==> src/rtl/reg_write_scoreboard_if.sv <==
// reg_write_scoreboard_if: issue/retire/status bundle between the ID/WB stages and the write scoreboard.
//   master: ID/WB side; drives the issue and retire fields, observes hazard and status.
//   slave : scoreboard side; observes issue and retire, drives hazard and status.
interface reg_write_scoreboard_if #(
    parameter int REG_NUM = 16,
    parameter int ADDR_W  = 4,
    parameter int STALL_W = 16
);
    logic               Issue_Valid;
    logic               Issue_WB_EN;
    logic [ADDR_W-1:0]  Issue_Dest;
    logic [ADDR_W-1:0]  Src1;
    logic [ADDR_W-1:0]  Src2;
    logic               Two_Src;
    logic               Retire_WB_EN;
    logic [ADDR_W-1:0]  Retire_Dest;
    logic               Hazard_Detected;
    logic               Issue_Accept;
    logic [REG_NUM-1:0] Pending;
    logic [STALL_W-1:0] Stall_Count;
    logic               Underflow_Err;
    modport master (
        output Issue_Valid, Issue_WB_EN, Issue_Dest, Src1, Src2, Two_Src, Retire_WB_EN, Retire_Dest,
        input  Hazard_Detected, Issue_Accept, Pending, Stall_Count, Underflow_Err
    );
    modport slave (
        input  Issue_Valid, Issue_WB_EN, Issue_Dest, Src1, Src2, Two_Src, Retire_WB_EN, Retire_Dest,
        output Hazard_Detected, Issue_Accept, Pending, Stall_Count, Underflow_Err
    );
endinterface

==> src/rtl/reg_write_scoreboard.sv <==
// reg_write_scoreboard: per-register in-flight write counters that stall ID on pending source registers.
//   clk, rst : clock, synchronous active-high reset
//   bus      : reg_write_scoreboard_if.slave (issue, sources, retire in; hazard, accept, pending, stall count, underflow out)
//   Optional macro SCOREBOARD_WB_BYPASS_EN: a same-cycle retire releases the last pending write of a source
//   and reduces the destination count for the full check (register file must write through).
module reg_write_scoreboard #(
    parameter int REG_NUM = 16,
    parameter int ADDR_W  = 4,
    parameter int CNT_W   = 2,
    parameter int STALL_W = 16
) (
    input logic                  clk,
    input logic                  rst,
    reg_write_scoreboard_if.slave bus
);
    logic [REG_NUM-1:0][CNT_W-1:0] cnt_q, cnt_d;
    logic [STALL_W-1:0]            stall_q, stall_d;
    logic                          uf_q, uf_d;
    logic                          src1_hit, src2_hit, full, hazard, accept;
    logic [CNT_W-1:0]              dest_cnt;
    logic [REG_NUM-1:0]            pending;

    always_comb begin
        src1_hit = cnt_q[bus.Src1] != '0;
        src2_hit = bus.Two_Src && cnt_q[bus.Src2] != '0;
        dest_cnt = cnt_q[bus.Issue_Dest];
`ifdef SCOREBOARD_WB_BYPASS_EN
        // The retiring write is the only one outstanding, so the operand comes from the write-through path.
        src1_hit = src1_hit && !(bus.Retire_WB_EN && bus.Retire_Dest == bus.Src1 && cnt_q[bus.Src1] == CNT_W'(1));
        src2_hit = src2_hit && !(bus.Retire_WB_EN && bus.Retire_Dest == bus.Src2 && cnt_q[bus.Src2] == CNT_W'(1));
        dest_cnt = (bus.Retire_WB_EN && bus.Retire_Dest == bus.Issue_Dest && dest_cnt != '0) ? dest_cnt - CNT_W'(1) : dest_cnt;
`endif
        full   = bus.Issue_WB_EN && (&dest_cnt);
        hazard = bus.Issue_Valid && (src1_hit || src2_hit || full);
        accept = bus.Issue_Valid && !hazard;
    end

    // Decrement is suppressed on a zero count so counters never wrap down; full blocks issue so they never wrap up.
    always_comb begin
        for (int i = 0; i < REG_NUM; i++) begin
            cnt_d[i] = cnt_q[i]
                     + CNT_W'(accept && bus.Issue_WB_EN && bus.Issue_Dest == ADDR_W'(i))
                     - CNT_W'(bus.Retire_WB_EN && bus.Retire_Dest == ADDR_W'(i) && cnt_q[i] != '0);
            pending[i] = |cnt_q[i];
        end
        uf_d    = uf_q || (bus.Retire_WB_EN && cnt_q[bus.Retire_Dest] == '0);
        stall_d = (hazard && !(&stall_q)) ? stall_q + STALL_W'(1) : stall_q;
    end

    always_ff @(posedge clk) begin
        if (rst) begin
            cnt_q   <= '0;
            stall_q <= '0;
            uf_q    <= 1'b0;
        end else begin
            cnt_q   <= cnt_d;
            stall_q <= stall_d;
            uf_q    <= uf_d;
        end
    end

    assign bus.Hazard_Detected = hazard;
    assign bus.Issue_Accept    = accept;
    assign bus.Pending         = pending;
    assign bus.Stall_Count     = stall_q;
    assign bus.Underflow_Err   = uf_q;
endmodule

==> src/flat_wrapper.sv <==
// flat-port wrapper written by rule: the top's interface ports become plain ports
module reg_write_scoreboard_flat 
#(
    parameter int REG_NUM = 16,
    parameter int ADDR_W  = 4,
    parameter int CNT_W   = 2,
    parameter int STALL_W = 16
)
  (clk, rst, bus_Issue_Valid, bus_Issue_WB_EN, bus_Issue_Dest, bus_Src1, bus_Src2, bus_Two_Src, bus_Retire_WB_EN, bus_Retire_Dest, bus_Hazard_Detected, bus_Issue_Accept, bus_Pending, bus_Stall_Count, bus_Underflow_Err);
  reg_write_scoreboard_if #(.REG_NUM(REG_NUM), .ADDR_W(ADDR_W), .STALL_W(STALL_W)) bus_i ();
  input logic clk;
  input logic rst;
  input wire logic [$bits(bus_i.Issue_Valid)-1:0] bus_Issue_Valid;
  input wire logic [$bits(bus_i.Issue_WB_EN)-1:0] bus_Issue_WB_EN;
  input wire logic [$bits(bus_i.Issue_Dest)-1:0] bus_Issue_Dest;
  input wire logic [$bits(bus_i.Src1)-1:0] bus_Src1;
  input wire logic [$bits(bus_i.Src2)-1:0] bus_Src2;
  input wire logic [$bits(bus_i.Two_Src)-1:0] bus_Two_Src;
  input wire logic [$bits(bus_i.Retire_WB_EN)-1:0] bus_Retire_WB_EN;
  input wire logic [$bits(bus_i.Retire_Dest)-1:0] bus_Retire_Dest;
  output wire logic [$bits(bus_i.Hazard_Detected)-1:0] bus_Hazard_Detected;
  output wire logic [$bits(bus_i.Issue_Accept)-1:0] bus_Issue_Accept;
  output wire logic [$bits(bus_i.Pending)-1:0] bus_Pending;
  output wire logic [$bits(bus_i.Stall_Count)-1:0] bus_Stall_Count;
  output wire logic [$bits(bus_i.Underflow_Err)-1:0] bus_Underflow_Err;
  assign bus_i.Issue_Valid = bus_Issue_Valid;
  assign bus_i.Issue_WB_EN = bus_Issue_WB_EN;
  assign bus_i.Issue_Dest = bus_Issue_Dest;
  assign bus_i.Src1 = bus_Src1;
  assign bus_i.Src2 = bus_Src2;
  assign bus_i.Two_Src = bus_Two_Src;
  assign bus_i.Retire_WB_EN = bus_Retire_WB_EN;
  assign bus_i.Retire_Dest = bus_Retire_Dest;
  assign bus_Hazard_Detected = bus_i.Hazard_Detected;
  assign bus_Issue_Accept = bus_i.Issue_Accept;
  assign bus_Pending = bus_i.Pending;
  assign bus_Stall_Count = bus_i.Stall_Count;
  assign bus_Underflow_Err = bus_i.Underflow_Err;
  reg_write_scoreboard #(.REG_NUM(REG_NUM), .ADDR_W(ADDR_W), .CNT_W(CNT_W), .STALL_W(STALL_W)) u_core (.clk(clk), .rst(rst), .bus(bus_i));
endmodule
==> config.mk <==
export PLATFORM = sky130hd
export DESIGN_NAME = reg_write_scoreboard_flat
export DESIGN_NICKNAME = d
export VERILOG_FILES = /design/src/rtl/reg_write_scoreboard_if.sv /design/src/rtl/reg_write_scoreboard.sv /design/src/flat_wrapper.sv
export SDC_FILE = /design/constraint.sdc
export NUM_CORES = 1
export LEC_CHECK = 0
export CAP_MARGIN = 10
export CORE_UTILIZATION = 34
export CTS_BUF_LIST = sky130_fd_sc_hd__clkbuf_16
export DETAILED_ROUTE_END_ITERATION = 6
export SLEW_MARGIN = 20
export SYNTH_ARGS = -nofsm -noshare
export SYNTH_HDL_FRONTEND = slang
export SYNTH_SLANG_ARGS = --single-unit
==> constraint.sdc <==
create_clock -name clk -period 3.65 [get_ports clk]
set_input_delay 0.73 -clock clk [delete_from_list [all_inputs] [get_ports clk]]
set_output_delay 0.73 -clock clk [all_outputs]
set_load 0.03 [all_outputs]
==> results.cfg, run 1 <==
[status]
status = completed

[detailed_routing]
vias = 3403
drt_iter0_drc = 292
wirelength_um = 10700
postRouteAntennaNets = 0
wl_per_cell_um = 17.0
viasPerCell = 5.39
drc = 0
dr.pass1.iters = 5

[timing]
skew_ps = 4.91
hold_violations = 0
rsz0062_at_grt = no
fin_hold_ws_ps = 502
min_period_ps = 3480
max-slew-margin-rel_pct = 62.7
finalSetupViolCount = 0
timing.final.crit_share_pct = 95.4
drv_slew = 0
worst_pin_slew_ps = 557
max_freq_ghz = 0.287

[critical_path]
startpoint_type = input port
arrival_ps = 2750
crit_required_ps = 2920
cp-end-kind = output port
cp_max_fo = 2
path_class = in2out

[yosys]
yosys.area.top_type_share_pct = 26.7
synth_edf_count = 0
synth_warnings = 0
synth.area.top_cells = dfxtp_1, ha_1, mux4_2
syn_area_um2 = 3670
syn_nets = 472
netlist_instances = 417
ys_seq_area_share_pct = 26.7
ys_top_cells_by_count = inv_1, nor2_1, dfxtp_1, ha_1, nor2b_1
synth_area_leader_cell = dfxtp_1
synth-seq-cells = 49
yosysUniqueCellTypes = 53
async_reset_ff_share_pct = 0
synthMostInstantiatedCell = inv_1
syn_avg_cell_area_um2 = 8.81
synthFlopType = dfxtp_1

[global_route]
grt.overflow.total = 0
grt_max_degree = 39
grt_pass1_wl_um = 17000
grt_pass1_vias = 3325
grt_use_total_pct = 19.6
antenna_found_initial = 0

[floorplan]
fp.dieArea_um2 = 11200
die_x_um = 106
pin_count = 57
start_util_pct = 35.3
rows = 37
die_y_um = 106
fp.coreArea_um2 = 10400

[layout]
multi_input_area_um2 = 2420
final_nets = 549
diodes = 0
areaGrowthSynthToFinish_pct = 30.8
register_area_um2 = 981
utilization_pct = 46.1
drive_above_1_share_pct = 18.2
fillers = 1030

[clock_network]
cts_hold_buf = 0
cts_tree = done
cts_buffers = 5
cts_sinks = 49
clkTransAtPathRegs_ps = 70
worstSkewPairLatency_ps = 290
clockBufferDepth = 2
htreeDepth = 2
root_buffer = clkbuf_16

[power]
ir_drop_mv = 0.200
power.density_nw_per_um2 = 266
leakagePower_nw = 2.16

[job]
maxCapViolCount = 0

[place]
place_congestion = 0.936
io_buffers = 56
dp.final_hpwl_um = 8280

[hold_path]
min_path_type = reg2reg
[power breakdown]
part	leakage (nW)	internal, mW	switching [mW]
logic	1.68	0.0894	0.109
registers	0.395	0.538	0.00453
clock network	0.0852	0.323	0.215
[state kept, by name, indices dropped and copies added (netlist names)]
signal	count
u_core.bus.Stall_Count	16
u_core.cnt_q	32
u_core.bus.Underflow_Err	1
[final timing paths]
check / startpoint / end / cells after the start / slack (ps)
min: u_core.bus.Stall_Count[5] / u_core.bus.Stall_Count[5] / 2 / 500
max: bus_Src2[0] / bus_Issue_Accept / 9 / 170
max reg2reg: u_core.cnt_q[5] / u_core.cnt_q[1] / 12 / 400
min reg2reg: u_core.bus.Stall_Count[5] / u_core.bus.Stall_Count[5] / 2 / 500
[critical path: stages]
cell	delay [ps]
clkdlybuf4s50_1	500
mux4_2	520
a311oi_1	280
o211ai_1	180
buf_4	170
nand3_2	80
buf_6	120
nor2_4	30
buf_6	130
[logic make-up after synthesis]
group,Yosys count,share of synthesized area [%]
AOI/OAI and AO/OA,38,6.88
xor gates and xnor gates,32,7.63
adders and majority gates,33,11.2
buffers and inverters,75,8.72
DFF,49,26.7
muxes,26,14.3
and+or+nand+nor,164,24.6
[final cells by class]
| type | count | area share [%] |
|---|---|---|
| Timing Repair Buffer | 91 | 18.0 |
| Sequential cell | 49 | 20.4 |
| Clock buffer | 5 | 2.60 |
| Clock inverter | 3 | 0.885 |
| Multi-Input combinational cell | 293 | 50.3 |
| Tap cell | 136 | 3.54 |
| Inverter | 54 | 4.22 |
[routing by layer]
metal | up-vias | GRT usage (%) | part of all wire [%]
li1 | 1598 | - | -
met1 | 1676 | 25.8 | 45
met2 | 113 | 32.8 | 48
met3 | 16 | 2.94 | 4.8
met4 | 0 | 6.75 | 2.3
met5 | - | 0 | 0
[through the flow]
| stage | setup WS [ps] | instance area (um2) | power [mW] | TNS [ps] | std cells |
|---|---|---|---|---|---|
| 6_report | 168 | 4800 | 1.28 | 0 | 631 |
| 5_1_grt | 43.6 | 4800 | 1.32 | 0 | 631 |
| 4_1_cts | 11.4 | 4740 | 1.28 | 0 | 630 |
| 3_5_place_dp | -423 | 4530 | 0.738 | -5230 | 619 |
| 3_3_place_gp | -404 | 4530 | 0.736 | -3840 | 619 |
| 2_1_floorplan | 267 | 3670 | 0.658 | 0 | 417 |
[layout by cell type (no fill, tap or decap), types with 9 or more instances in the layout]
master,count
buf_4,30
mux4_2,18
o31ai_1,9
ha_1,32
nor2_1,51
xor2_1,15
nor2b_1,20
a21oi_1,15
inv_1,55
clkdlybuf4s50_1,48
nand2_1,11
nor3_1,17
xnor2_1,16
dfxtp_1,49
nand3_1,13
[repair_timing]
item,in CTS,in global routing
pin swaps,0,5
setup endpoints to repair,5,7
cloned,0,1
buffers inserted,3,0
endpoints found under the hold margin,0,0
resized for setup,13,13
(Power assumes the default switching activity.)
==> run 2, diff against run 1 <==
--- a/config.mk
+++ b/config.mk
@@ -6,9 +6,12 @@
 export NUM_CORES = 1
 export LEC_CHECK = 0
 export CAP_MARGIN = 10
-export CORE_UTILIZATION = 34
+export CELL_PAD_IN_SITES_DETAIL_PLACEMENT = 0
+export CELL_PAD_IN_SITES_GLOBAL_PLACEMENT = 2
+export CORE_UTILIZATION = 33
 export CTS_BUF_LIST = sky130_fd_sc_hd__clkbuf_16
 export DETAILED_ROUTE_END_ITERATION = 6
+export PLACE_DENSITY_LB_ADDON = 0.1
 export SLEW_MARGIN = 20
 export SYNTH_ARGS = -nofsm -noshare
 export SYNTH_HDL_FRONTEND = slang
==> run 2 against run 1 <==
  * Non-clock buffer count down 3
  * Clock-buffer cell count did not move
  * Sequential power is essentially flat
  * Clock skew grew 3.6 ps
  * Via count decreased by 4.8%
  * Global-route usage up 0.52 points
  * Flip-flop and latch count is the same
  * Largest power group unchanged
  * Final area fell by 1.8%
  * Critical path type unchanged
  * Largest cell class unchanged
  * Highest routed layer unchanged
  * Core utilization down 2.6 points
==> results.cfg, run 2 (synthesis results as in run 1) <==
[power]
clkPwrFrac_pct = 39.5
power.total_mw = 1.21
p_comb_share_pct = 15.6
intPower_mw = 0.873
power.density_nw_per_um2 = 256
p_switching_mw = 0.335
ir_drop_mv = 0.165
leakagePower_nw = 2.12
sw_frac_of_total_pct = 27.7
pwr-share-seq_pct = 44.9

[critical_path]
cp_max_fo = 5
cp-end-kind = output port
startpoint_type = input port
crit_required_ps = 2920
path_class = in2out
arrival_ps = 2830

[place]
placedInstanceArea_um2 = 4540
dp.final_hpwl_um = 8730
io_buffers = 56
place_congestion = 0.813

[clock_network]
cts_tree = done
worstSkewPairLatency_ps = 300
clkTransAtPathRegs_ps = 70
root_buffer = clkbuf_16
cts_buffers = 5
cts_sinks = 49
clockBufferDepth = 2
htreeDepth = 2

[layout]
drive_above_1_share_pct = 17.5
postLayoutCellArea_um2 = 4720
final_common_cell = inv_1
diodes = 0
largest_reg_flops = 32
areaGrowthSynthToFinish_pct = 28.4
final_nets = 546
final_cell_mix = inv_1, nor2_1, clkdlybuf4s50_1, dfxtp_1, ha_1
regMostFlops = u_core.cnt_q

[detailed_routing]
dr.pass1.iters = 4
drc = 0
postRouteAntennaNets = 0
wl_per_cell_um = 17.5
drt_iter0_drc = 162
wirelength_um = 11100
vias = 3240
viasPerCell = 5.13

[global_route]
grt_use_total_pct = 20.1
grt.overflow.total = 0
grt_pass1_wl_um = 17300
grt_max_degree = 34
antenna_found_initial = 0
grt_pass1_vias = 3003

[floorplan]
start_util_pct = 33.9
pin_count = 57
die_x_um = 108
rows = 38
die_y_um = 108
fp.coreArea_um2 = 10800
fp.dieArea_um2 = 11600

[timing]
drv_slew = 0
max_freq_ghz = 0.281
finalSetupViolCount = 0
worst_pin_slew_ps = 695
skew_ps = 8.53
rsz0062_at_grt = yes
timing.final.crit_share_pct = 97.6
max-slew-margin-rel_pct = 53.7
setup_tns_ps = 0
hold_violations = 0
min_period_ps = 3560

[status]
status = completed

[job]
maxCapViolCount = 0

[hold_path]
min_path_type = reg2reg
## run 2: changes by cell type in the layout (fill, tap and decap cells not counted), moves of 2 or more
cell,previous run,this run
nor3b_1,4,2
nor3b_2,0,2
nor4_2,3,5
buf_4,30,32
buf_6,4,0
mux4_1,1,3
nor2_2,1,3
clkinv_2,0,2
mux4_2,18,16
## run 2: repair_timing
action,CTS,global route
setup endpoints to repair,11,7
cloned,0,0
hold buffers,0,0
pin swaps,0,2
gates resized for setup,4,12
setup buffers,0,0
## run 2: worst max-delay path: stages
cell and delay (ps):
clkdlybuf4s50_1 510, mux4_2 500, a311oi_1 280, o211ai_1 190, buf_4 180, nand3_2 80
buf_4 150, nor2_1 40, buf_4 160
## run 2: layer usage
layer	part of all wire (%)	global-route usage, %
met1	50	30.1
met2	45	30.3
met3	4.4	3.03
met4	0.64	4.11
met5	0	0
## run 2: cell type report
class | count | area (um2)
clock buffers | 5 | 125
clock inverters | 3 | 17.5
fillers | 1105 | 6120
inverters | 54 | 203
multi-input cells | 293 | 2410
flip-flops and latches | 49 | 981
well taps | 140 | 175
repair buffers | 88 | 807
## run 2: power by group through the flow
| stage | clock network [mW] | registers [mW] | logic, mW |
|---|---|---|---|
| after floorplan | 0 | 0.557 | 0.101 |
| after global placement | 0 | 0.556 | 0.187 |
| after detailed placement | 0 | 0.556 | 0.188 |
| after CTS | 0.493 | 0.543 | 0.188 |
| after global routing | 0.514 | 0.544 | 0.203 |
| final | 0.477 | 0.543 | 0.188 |
## run 2: path summary, 6_finish.rpt
check,start,end,slack [ps],cells past startpoint
setup / recovery,bus_Src2[0],bus_Issue_Accept,90,9
hold / removal,u_core.bus.Stall_Count[5],u_core.bus.Stall_Count[5],490,2
setup reg to reg,u_core.cnt_q[16],u_core.cnt_q[1],430,13
hold reg to reg,u_core.bus.Stall_Count[5],u_core.bus.Stall_Count[5],490,2
## run 2: metrics by stage
step / cells / setup WS (ps) / utilization, % / hold slack [ps]
global route: 632 / -37.6 / 43.5 / 515
detailed placement: 624 / -560 / 41.9 / 487
global placement: 624 / -464 / 41.9 / 476
CTS: 632 / -23.6 / 43.2 / 497
finish: 632 / 88.4 / 43.5 / 494
floorplan: 417 / 267 / - / 501
==> RTL change: new RTL, settings of run 2 <==
Build with the macro `SCOREBOARD_WB_BYPASS_EN` defined.
--- a/src/rtl/reg_write_scoreboard.sv
+++ b/src/rtl/reg_write_scoreboard.sv
@@ -3,6 +3,8 @@
 //   bus      : reg_write_scoreboard_if.slave (issue, sources, retire in; hazard, accept, pending, stall count, underflow out)
 //   Optional macro SCOREBOARD_WB_BYPASS_EN: a same-cycle retire releases the last pending write of a source
 //   and reduces the destination count for the full check (register file must write through).
+`define SCOREBOARD_WB_BYPASS_EN
+
 module reg_write_scoreboard #(
     parameter int REG_NUM = 16,
     parameter int ADDR_W  = 4,
Formal check against the unedited RTL: not equivalent (a bounded check fails within 4 cycles, from zero or initial values and one cycle with rst high).
==> RTL change against run 2 <==
  * Global-route usage grew 1.2 points
  * Worst setup slack lost 0.31 ns
  * Core utilization grew 5.8 points
  * Register-to-register slack worse by 0.27 ns
  * The flow now finishes with violations (design-rule violations, negative setup slack)
  * Synthesized area up 9.2%
  * Sequential cell count stayed put
  * Final area up 21%
  * Non-clock buffer count is 27 higher
  * Wire length increased by 19%
  * Total power rose by 6.1%
==> RTL change: results <==
export IMPL_synthMuxAreaShare=0.2162
export IMPL_outcome="complete, but fails checks"
export IMPL_wl_met2_um=5729
export IMPL_met1_length_um=6133
export IMPL_buf_share=0.1967
export IMPL_worst_pin_slew_ns=0.5362
export IMPL_p_sw_mw=0.3681
export IMPL_nNonClkBuffers=115
export IMPL_synth_area_leaders="dfxtp_1, mux4_2, ha_1, inv_1, nor2_1"
export IMPL_combPwrFrac=0.195
export IMPL_clkCellAreaFrac=0.02576
export IMPL_ir_drop_v=0.0001704
export IMPL_finalSetupViolations=9
export IMPL_endpoint="bus_Hazard_Detected"
export IMPL_r2r_start="u_core.cnt_q[4]"
export IMPL_first_pass_iters=7
export IMPL_fill_cells=1160
export IMPL_track_usage=0.2136
export IMPL_place_area_mm2=0.004999
export IMPL_r2r_end="u_core.cnt_q[15]"
export IMPL_finClkSkew_ns=0.009065
export IMPL_synth_commonest_cells="inv_1, nor2_1, dfxtp_1"
export IMPL_fp_dieArea_mm2=0.01260
export IMPL_drcViolationCount=5
export IMPL_power_leakage_nw=2.466
export IMPL_cts_repair_resized=43
export IMPL_dp_cells=663
export IMPL_fin_setup_tns_ns=-0.7355
export IMPL_gp_congestion=0.8441
export IMPL_final_nets=598
export IMPL_n_all_inverters=59
export IMPL_syn_area_mm2=0.004010
export IMPL_pg_comb_mw=0.250
export IMPL_final_cell_area_mm2=0.005732
export IMPL_grt_first_pass_wirelength_um=20210
export IMPL_cp_data_arrival_time_ns=3.14
export IMPL_seqPwrFrac=0.424
export IMPL_route_met3_wl_um=1108
export IMPL_failed_checks="design-rule violations, negative setup slack"
export IMPL_grtUsageMet3=0.04212
export IMPL_die_w_um=112.2
export IMPL_post_cts_buffers=10
export IMPL_setup_ws_ns=-0.2168
export IMPL_syn_inst=445
export IMPL_pre_cts_ws_ns=-1.093
RTL change: changes by cell type after synthesis, sizes merged, moves of 4 or more:
cell	delta
inv	+5
xor2	+6
nor3b	-4
mux4	+12
nor4	-7
clkbuf	+6
RTL change: how the worst min path moves through the flow:
stage	cells past startpoint	endpoint	from
finish	2	u_core.bus.Underflow_Err	u_core.bus.Underflow_Err
global route	2	u_core.bus.Stall_Count[9]	u_core.bus.Stall_Count[9]
CTS	2	u_core.bus.Underflow_Err	u_core.bus.Underflow_Err
detailed placement	2	u_core.bus.Underflow_Err	u_core.bus.Underflow_Err
global placement	2	u_core.bus.Underflow_Err	u_core.bus.Underflow_Err
floorplan	2	u_core.cnt_q[21]	u_core.cnt_q[21]
RTL change: worst max-delay path, delay by kind of cell:
| kind | cells | cell delay, ns |
|---|---|---|
| fa+ha+maj | 1 | 0.19 |
| compound gates | 2 | 0.20 |
| buf+inv | 5 | 0.50 |
| mux | 4 | 1.11 |
| simple gates | 3 | 0.38 |
